### config.mk
export PLATFORM = sky130hd
export DESIGN_NAME = nibble_xcheck_fifo_flat
export DESIGN_NICKNAME = d
export VERILOG_FILES = /design/src/rtl/nibble_xcheck_fifo_if.sv /design/src/rtl/nibble_xcheck_fifo.sv /design/src/flat_wrapper.sv
export SDC_FILE = /design/constraint.sdc
export NUM_CORES = 1
export LEC_CHECK = 0
export BUFFER_PORTS_ARGS = -buffer_cell sky130_fd_sc_hd__buf_2
export CAP_MARGIN = 20
export CORE_ASPECT_RATIO = 1.5
export CORE_MARGIN = 3
export CORE_UTILIZATION = 37
export DETAILED_ROUTE_END_ITERATION = 6
export GPL_TIMING_DRIVEN = 0
export PLACE_DENSITY = 0.65
export SKIP_CTS_REPAIR_TIMING = 1
export SLEW_MARGIN = 0
export SYNTH_ARGS = -nofsm -noshare
export SYNTH_HDL_FRONTEND = slang
export SYNTH_SLANG_ARGS = --single-unit
### constraint.sdc
create_clock -name clk -period 2.3 [get_ports clk]
set_input_delay 0.345 -clock clk [delete_from_list [all_inputs] [get_ports clk]]
set_output_delay 0.345 -clock clk [all_outputs]
set_load 0.05 [all_outputs]
### src/rtl/nibble_xcheck_fifo_if.sv
// Handshake bundle for nibble_xcheck_fifo: 4-state capture side, valid/ready drain side, status flags.
interface nibble_xcheck_fifo_if #(
    parameter int DW    = 4,
    parameter int DEPTH = 4,
    parameter int CNT_W = 8
);
    localparam int LW = $clog2(DEPTH + 1);

    logic [DW-1:0]    in_data;
    logic             in_en;
    logic             clear_err;
    logic             out_valid;
    logic             out_ready;
    logic [DW-1:0]    out_data;
    logic [LW-1:0]    level;
    logic             full;
    logic             empty;
    logic             xz_err;
    logic             ovf;
    logic [CNT_W-1:0] xz_cnt;

    modport master (
        output in_data, in_en, clear_err, out_ready,
        input  out_valid, out_data, level, full, empty, xz_err, ovf, xz_cnt
    );

    modport slave (
        input  in_data, in_en, clear_err, out_ready,
        output out_valid, out_data, level, full, empty, xz_err, ovf, xz_cnt
    );
endinterface

### src/rtl/nibble_xcheck_fifo.sv
// Samples a possibly-unknown nibble bus, buffers clean enabled nibbles in a small FIFO,
// and counts/flags X/Z events without letting unknowns reach any state or output.
module nibble_xcheck_fifo #(
    parameter int DW    = 4,
    parameter int DEPTH = 4,
    parameter int CNT_W = 8
) (
    input logic                 clk,
    input logic                 rst_n,
    nibble_xcheck_fifo_if.slave bus
);
    localparam int AW = (DEPTH > 1) ? $clog2(DEPTH) : 1;
    localparam int LW = $clog2(DEPTH + 1);

    logic [DW-1:0]    mem [DEPTH];
    logic [AW-1:0]    wptr;
    logic [AW-1:0]    rptr;
    logic [LW-1:0]    level_q;
    logic             xz_err_q;
    logic             ovf_q;
    logic [CNT_W-1:0] cnt_q;

    logic en_one;
    logic en_zero;
    logic data_xz;
    logic push_req;
    logic xz_evt;
    logic is_full;
    logic is_empty;
    logic pop;
    logic push;
    logic drop;

    // v ^ v is 0 for every known bit and X for every X/Z bit, so this folds to 0 in hardware.
    function automatic logic has_xz(input logic [DW-1:0] v);
        return (v ^ v) !== '0;
    endfunction

    function automatic logic [CNT_W-1:0] sat_inc(input logic [CNT_W-1:0] v);
        return (v == '1) ? v : v + CNT_W'(1);
    endfunction

    assign en_one   = (bus.in_en === 1'b1);
    assign en_zero  = (bus.in_en === 1'b0);
    assign data_xz  = has_xz(bus.in_data);
    assign push_req = en_one && !data_xz;
    assign xz_evt   = (!en_one && !en_zero) || (en_one && data_xz);

    assign is_full  = (level_q == LW'(DEPTH));
    assign is_empty = (level_q == '0);
    assign pop      = !is_empty && bus.out_ready;
    // A full FIFO still accepts a push when the head leaves in the same cycle.
    assign push     = push_req && (!is_full || pop);
    assign drop     = push_req && is_full && !pop;

    always_ff @(posedge clk or negedge rst_n) begin
        if (!rst_n) begin
            wptr     <= '0;
            rptr     <= '0;
            level_q  <= '0;
            xz_err_q <= 1'b0;
            ovf_q    <= 1'b0;
            cnt_q    <= '0;
        end else begin
            if (push) wptr <= wptr + AW'(1);
            if (pop)  rptr <= rptr + AW'(1);
            if (push && !pop)      level_q <= level_q + LW'(1);
            else if (pop && !push) level_q <= level_q - LW'(1);

            // A same-cycle event wins over clear_err, so the event is never lost.
            xz_err_q <= xz_evt | (xz_err_q & !bus.clear_err);
            ovf_q    <= drop   | (ovf_q    & !bus.clear_err);
            if (bus.clear_err)  cnt_q <= xz_evt ? CNT_W'(1) : '0;
            else if (xz_evt)    cnt_q <= sat_inc(cnt_q);
        end
    end

    always_ff @(posedge clk) begin
        if (push) mem[wptr] <= bus.in_data;
    end

    assign bus.out_valid = !is_empty;
    assign bus.out_data  = is_empty ? '0 : mem[rptr];
    assign bus.level     = level_q;
    assign bus.full      = is_full;
    assign bus.empty     = is_empty;
    assign bus.xz_err    = xz_err_q;
    assign bus.ovf       = ovf_q;
    assign bus.xz_cnt    = cnt_q;
endmodule

### src/flat_wrapper.sv
// flat-port wrapper written by rule: the top's interface ports become plain ports
module nibble_xcheck_fifo_flat 
#(
    parameter int DW    = 4,
    parameter int DEPTH = 4,
    parameter int CNT_W = 8
)
  (clk, rst_n, bus_in_data, bus_in_en, bus_clear_err, bus_out_ready, bus_out_valid, bus_out_data, bus_level, bus_full, bus_empty, bus_xz_err, bus_ovf, bus_xz_cnt);
  nibble_xcheck_fifo_if #(.DW(DW), .DEPTH(DEPTH), .CNT_W(CNT_W)) bus_i ();
  input logic clk;
  input logic rst_n;
  input wire logic [$bits(bus_i.in_data)-1:0] bus_in_data;
  input wire logic [$bits(bus_i.in_en)-1:0] bus_in_en;
  input wire logic [$bits(bus_i.clear_err)-1:0] bus_clear_err;
  input wire logic [$bits(bus_i.out_ready)-1:0] bus_out_ready;
  output wire logic [$bits(bus_i.out_valid)-1:0] bus_out_valid;
  output wire logic [$bits(bus_i.out_data)-1:0] bus_out_data;
  output wire logic [$bits(bus_i.level)-1:0] bus_level;
  output wire logic [$bits(bus_i.full)-1:0] bus_full;
  output wire logic [$bits(bus_i.empty)-1:0] bus_empty;
  output wire logic [$bits(bus_i.xz_err)-1:0] bus_xz_err;
  output wire logic [$bits(bus_i.ovf)-1:0] bus_ovf;
  output wire logic [$bits(bus_i.xz_cnt)-1:0] bus_xz_cnt;
  assign bus_i.in_data = bus_in_data;
  assign bus_i.in_en = bus_in_en;
  assign bus_i.clear_err = bus_clear_err;
  assign bus_i.out_ready = bus_out_ready;
  assign bus_out_valid = bus_i.out_valid;
  assign bus_out_data = bus_i.out_data;
  assign bus_level = bus_i.level;
  assign bus_full = bus_i.full;
  assign bus_empty = bus_i.empty;
  assign bus_xz_err = bus_i.xz_err;
  assign bus_ovf = bus_i.ovf;
  assign bus_xz_cnt = bus_i.xz_cnt;
  nibble_xcheck_fifo #(.DW(DW), .DEPTH(DEPTH), .CNT_W(CNT_W)) u_core (.clk(clk), .rst_n(rst_n), .bus(bus_i));
endmodule
# == After elaboration in Yosys (flattened, before gate mapping) ==
# Memories as Yosys holds them, arrays and structs flattened.
# Index checks and enable logic that the tools add are counted.
# op_classes
n_addsub,5
eq_ne,6
n_mux,9
bitwise,5
reduce_logical,23
# op_table
op,n
$mux 8,3
$logic_and 1x1->1,9
$add 8x1->8 const B,1
$eq 8x8->1 const B,1
$logic_not 1->1,8
$mux 3,2
$add 2x1->2 const B,2
$mux 4,1
$nex 4x1->1 const B,1
$reduce_bool 2->1,2
$xor 4x4->4,1
$add 3x1->3 const B,1
$eq 3x3->1 const B,1
$logic_not 3->1,1
$mux 1,3
$sub 3x1->3 const B,1
$and 1x1->1,2
$eqx 1x1->1 const B,2
$logic_or 1x1->1,2
$ne 2x2->1 const B,1
$or 1x1->1,2
$reduce_and 2->1,1
# word_totals
register_bits,17
ramBits,16
input_bits,9
output_inout_bits,20
word_cells,55
memories,1
# memory_table
name,depth,width,read_ports,rd_clocked_by_memory_dff,write_ports,line_no,source
u_core.mem,4,4,1,0,1,nibble_xcheck_fifo.sv:15,logic [DW-1:0] mem [DEPTH];

# == Logic depth before layout (Yosys ltp) ==
# logic_depth
word_depth,9
ltp_mapped,9
ltp_nobuf,8

# == Worst setup path after synthesis ==
# No wires, ideal clock.
# synth_timing
path_kind,flip-flop to flip-flop
start,register u_core.level_q[0] (netlist: u_core.bus.level[0])
end,register u_core.level_q[2] (netlist: u_core.bus.level[2])
setup_ns,0.082
arrival_ns,2.652
t_required_ns,2.218
slack_ns,-0.434
path_stages_with_launch,10
path_buffers,1
period_less_slack_ns,2.734
path_cell_list,dfrtp_1 > or3_2 > clkbuf_1 > nand2_1 > ha_1 > inv_1 > fa_1 > xor2_1 > nor2_1 > xor2_1
# synth_via
elab_chain_len,8
elab_cells_between_ends,16
cone_classes,2 x add/sub; 1 x eq/ne; 2 x mux; 11 x reduce/logical
# synth_rtl
element,line_no,source
from (decl),nibble_xcheck_fifo.sv:18,logic [LW-1:0] level_q;
from (signal assigned),nibble_xcheck_fifo.sv:67,if (push && !pop) level_q <= level_q + LW'(1);
from (signal assigned),nibble_xcheck_fifo.sv:68,else if (pop && !push) level_q <= level_q - LW'(1);
$logic_not 3->1 (*),nibble_xcheck_fifo.sv:50,assign is_empty = (level_q == '0);
$logic_not 1->1 (*),n/a,
net bus_out_valid,flat_wrapper.sv:16,output wire logic [$bits(bus_i.out_valid)-1:0] bus_out_valid;
$logic_and 1x1->1 (*),nibble_xcheck_fifo.sv:51,assign pop = !is_empty && bus.out_ready;
$logic_or 1x1->1,nibble_xcheck_fifo.sv:53,assign push = push_req && (!is_full || pop);
$logic_and 1x1->1,nibble_xcheck_fifo.sv:53,
$logic_not 1->1,nibble_xcheck_fifo.sv:68,
$logic_and 1x1->1,nibble_xcheck_fifo.sv:68,
$reduce_bool 2->1 (no source line),n/a,
# The timed path passes the listed nets; every way through them passes the cells marked *. The select of a mux whose other input is x is not followed.
# A chain may end at the register's enable or synchronous reset.

# == Worst setup path after layout ==
# layout_timing
start,register u_core.level_q[2] (netlist: u_core.bus.level[2])
end,register u_core.level_q[2] (netlist: u_core.bus.level[2])
# layout_via
elab_chain_len,8
elab_cells_between_ends,16
cone_classes,2 x add/sub; 1 x eq/ne; 2 x mux; 11 x reduce/logical
# layout_rtl
element
"parallel branches: the longest is 8 deep, another holds $sub 3x1->3"
# Several ways; the timed one is not identified. The select of a mux whose other input is x is not followed.

==> results.cfg <==
[power_and_ir_drop]
pwr-share-seq_pct = 36.9
p_per_area_nw_per_um2 = 1360
p_sw_uw = 914
internal-power_uw = 1380
clkPwrFrac_pct = 18.9
ir_drop_mv = 0.717
pwr-share-comb_pct = 44.3
power_switching_share_pct = 39.8
leakagePower_uw = 0.000767

[worst_setup_path]
ff2ff_path_depth = 9
critPathMaxStageDelay_ns = 0.42
path_max_fanout = 8
path_delay_family = simple AND/OR/NAND/NOR gates
crit_chain = or3_4, clkbuf_16, nand2_2, ha_2, inv_1, fa_1, xor2_1, nor2_1, xor2_1
crit_type = reg2reg
critPathMostFrequentCell = xor2_1
rrSetupSlack_ns = 0.1
critPathRequiredTime_ns = 2.50
end_kind = register
cp_slowest_cell = dfrtp_2
critPathBufInv = 2
r2r_end = u_core.bus.level[2]
arrival_ns = 2.40
r2r-start = u_core.bus.level[2]
critPathLaunchType = register

[global_routing]
grt_max_degree = 18
grt_overflow_total = 0
grt_first_pass_wirelength_um = 3680
first_global_vias = 810
grt_antenna_before_repair = 0
gr-usage-all-layers_pct = 11.3

[timing]
fin_worst_skew_ns = 0.00497
hold_viol = 0
max_freq_mhz = 454
period_minus_slack_ns = 2.20
worstMarginPinSlew_ns = 0.372
tns_ns = 0
maxSlewViolCount = 0
rsz0062_at_grt = false
fin_ws_ns = 0.0984
fin_crit_sh_pct = 95.7
slew-limit-headroom_pct = 75.2
setup_viol_count_final = 0

[cts]
path_clk_slew_ns = 0.06
cts-root-buf = clkbuf_8
cts_tree = built
clock-sinks = 33
clk_latency_ns = 0.28
cts_max_level = 2
cts_made_buffers = 5
clockBufferDepth = 2

[layout]
final_common_cell = buf_2
fin_area_um2 = 1690
layout_common_cells = buf_2 (29), edfxtp_1 (16), dfrtp_1 (14)
area_delta_synth_final_pct = 24.6
drive_gt1_share_pct = 44.3
utilization_pct = 49.0
n_antenna_cell = 0
layout.nets = 136
instances_no_fill = 164

[detailed_routing]
drcViolationCount = 0
detail-route-antenna-nets = 0
via_per_inst = 4.55
firstDrtPassIters = 2
via_count = 746
drt_wl_total_um = 2230
drt_iter0_drc = 3
drt-wirelength-per-cell_um = 13.6

[worst_hold_path]
hold_depth = 1
whs_endpoint = u_core.mem[2][2]
min_path_type = in2reg
min_from = bus_in_data[2]

[die]
dieArea_um2 = 4440
ios = 29
chipHeight_um = 80.2
row_count = 26
core_area_um2 = 3450
die_w_um = 55.4
initial_core_util_pct = 39.3

[logic_synthesis]
ys_ff_latch = 33
synth_area_um2 = 1360
ys_types = 22
synth.avg_cell_area_um2 = 16.1
yosys_warnings = 0
seq_area_frac_synth_pct = 66.8
syn_inst = 84
synth_fp_nets = 99

[placed_design]
hpwl_um = 1680
portBuffers = 28
placed_cells = 154
gp_congestion = 0.738
place_area_um2 = 1580
place_ws_ns = 0.0541

[outcome]
status = finished, final reports clean

[job]
maxCapViolCount = 0
-- power groups by stage --
stage	logic, uW	registers, uW	clock network, uW
global route	1100	865	473
floorplan	706	947	0
finish	1020	846	433
global placement	986	854	0
CTS	1020	851	450
detailed placement	1020	863	0
-- metal layers --
metal	vias to the layer above	global-route usage, %	part of all wire (%)
li1	358	-	-
met1	360	11.6	39
met2	23	19.3	52
met4	0	6.57	2.5
met5	-	0	0
met3	5	4.66	5.9
-- how the worst max path moves through the flow --
| stage | from | to | slack [ns] | cells after the start |
|---|---|---|---|---|
| 5_1_grt | u_core.bus.level[0] | u_core.bus.level[2] | 0.002 | 9 |
| 2_1_floorplan | u_core.bus.level[2] | u_core.bus.level[2] | 0.03 | 9 |
| 3_3_place_gp | u_core.bus.level[0] | u_core.bus.level[2] | 0.11 | 9 |
| 3_5_place_dp | u_core.bus.level[0] | u_core.bus.level[2] | 0.05 | 9 |
| 4_1_cts | u_core.bus.level[0] | u_core.bus.level[2] | 0.04 | 9 |
| 6_report | u_core.bus.level[2] | u_core.bus.level[2] | 0.1 | 9 |
-- worst register-to-register path, stage by stage, from the launching register on --
cell	delay [ns]
dfrtp_2	0.42
or3_4	0.40
clkbuf_16	0.16
nand2_2	0.08
ha_2	0.19
inv_1	0.06
fa_1	0.37
xor2_1	0.15
nor2_1	0.14
xor2_1	0.15
-- final cells by class --
cell class | count | area, um2
fill | 313 | 1760
timing repair buffer | 30 | 158
clock buffer | 8 | 90.1
buffer | 2 | 30.0
inverter | 7 | 26.3
multi-input combinational | 42 | 424
sequential | 33 | 910
tap | 42 | 52.6
-- synth_stat cells --
| cell | count | area share, % |
|---|---|---|
| dfrtp_1 | 17 | 31 |
| edfxtp_1 | 16 | 35 |
| nor2b_1 | 9 | 4.2 |
| inv_1 | 7 | 1.9 |
| ha_1 | 5 | 4.6 |
| and2_1 | 4 | 1.8 |
| and2_2 | 4 | 2.2 |
| mux4_2 | 4 | 6.6 |
| xnor2_1 | 4 | 2.6 |
| xor2_1 | 2 | 1.3 |
| buf_2 | 1 | 0.37 |
| clkbuf_1 | 1 | 0.28 |
| fa_1 | 1 | 1.5 |
| mux2_2 | 1 | 0.83 |
| mux2_4 | 1 | 1.1 |
| nand2_1 | 1 | 0.28 |
| nand3_1 | 1 | 0.37 |
| nor2_1 | 1 | 0.28 |
| o21a_4 | 1 | 1.1 |
| o32ai_1 | 1 | 0.65 |
| or3_2 | 1 | 0.55 |
| or3b_1 | 1 | 0.65 |
-- state kept, by name (all words and copies together), names as in the netlist --
| signal | flops |
|---|---|
| u_core.wptr | 2 |
| u_core.bus.xz_err | 1 |
| u_core.bus.ovf | 1 |
| u_core.bus.level | 3 |
| u_core.bus.xz_cnt | 8 |
| u_core.rptr | 2 |
| u_core.mem | 16 |
-- through the flow --
stage | hold WS, ns | total power (uW)
finish | 0.280 | 2290
global route | 0.275 | 2440
CTS | -0.0224 | 2320
detailed placement | 0.284 | 1880
global placement | 0.278 | 1840
floorplan | 0.0494 | 1650
-- logic make-up after synthesis --
group	synth area share [%]
buffers and inverters	2.58
adder cells (fa/ha/maj)	6.09
multiplexers	8.58
AND/OR/NAND/NOR	10.3
AO/OA/AOI/OAI	1.75
flip-flops	66.8
XOR/XNOR	3.87
Power figures use the tool's default switching activity.
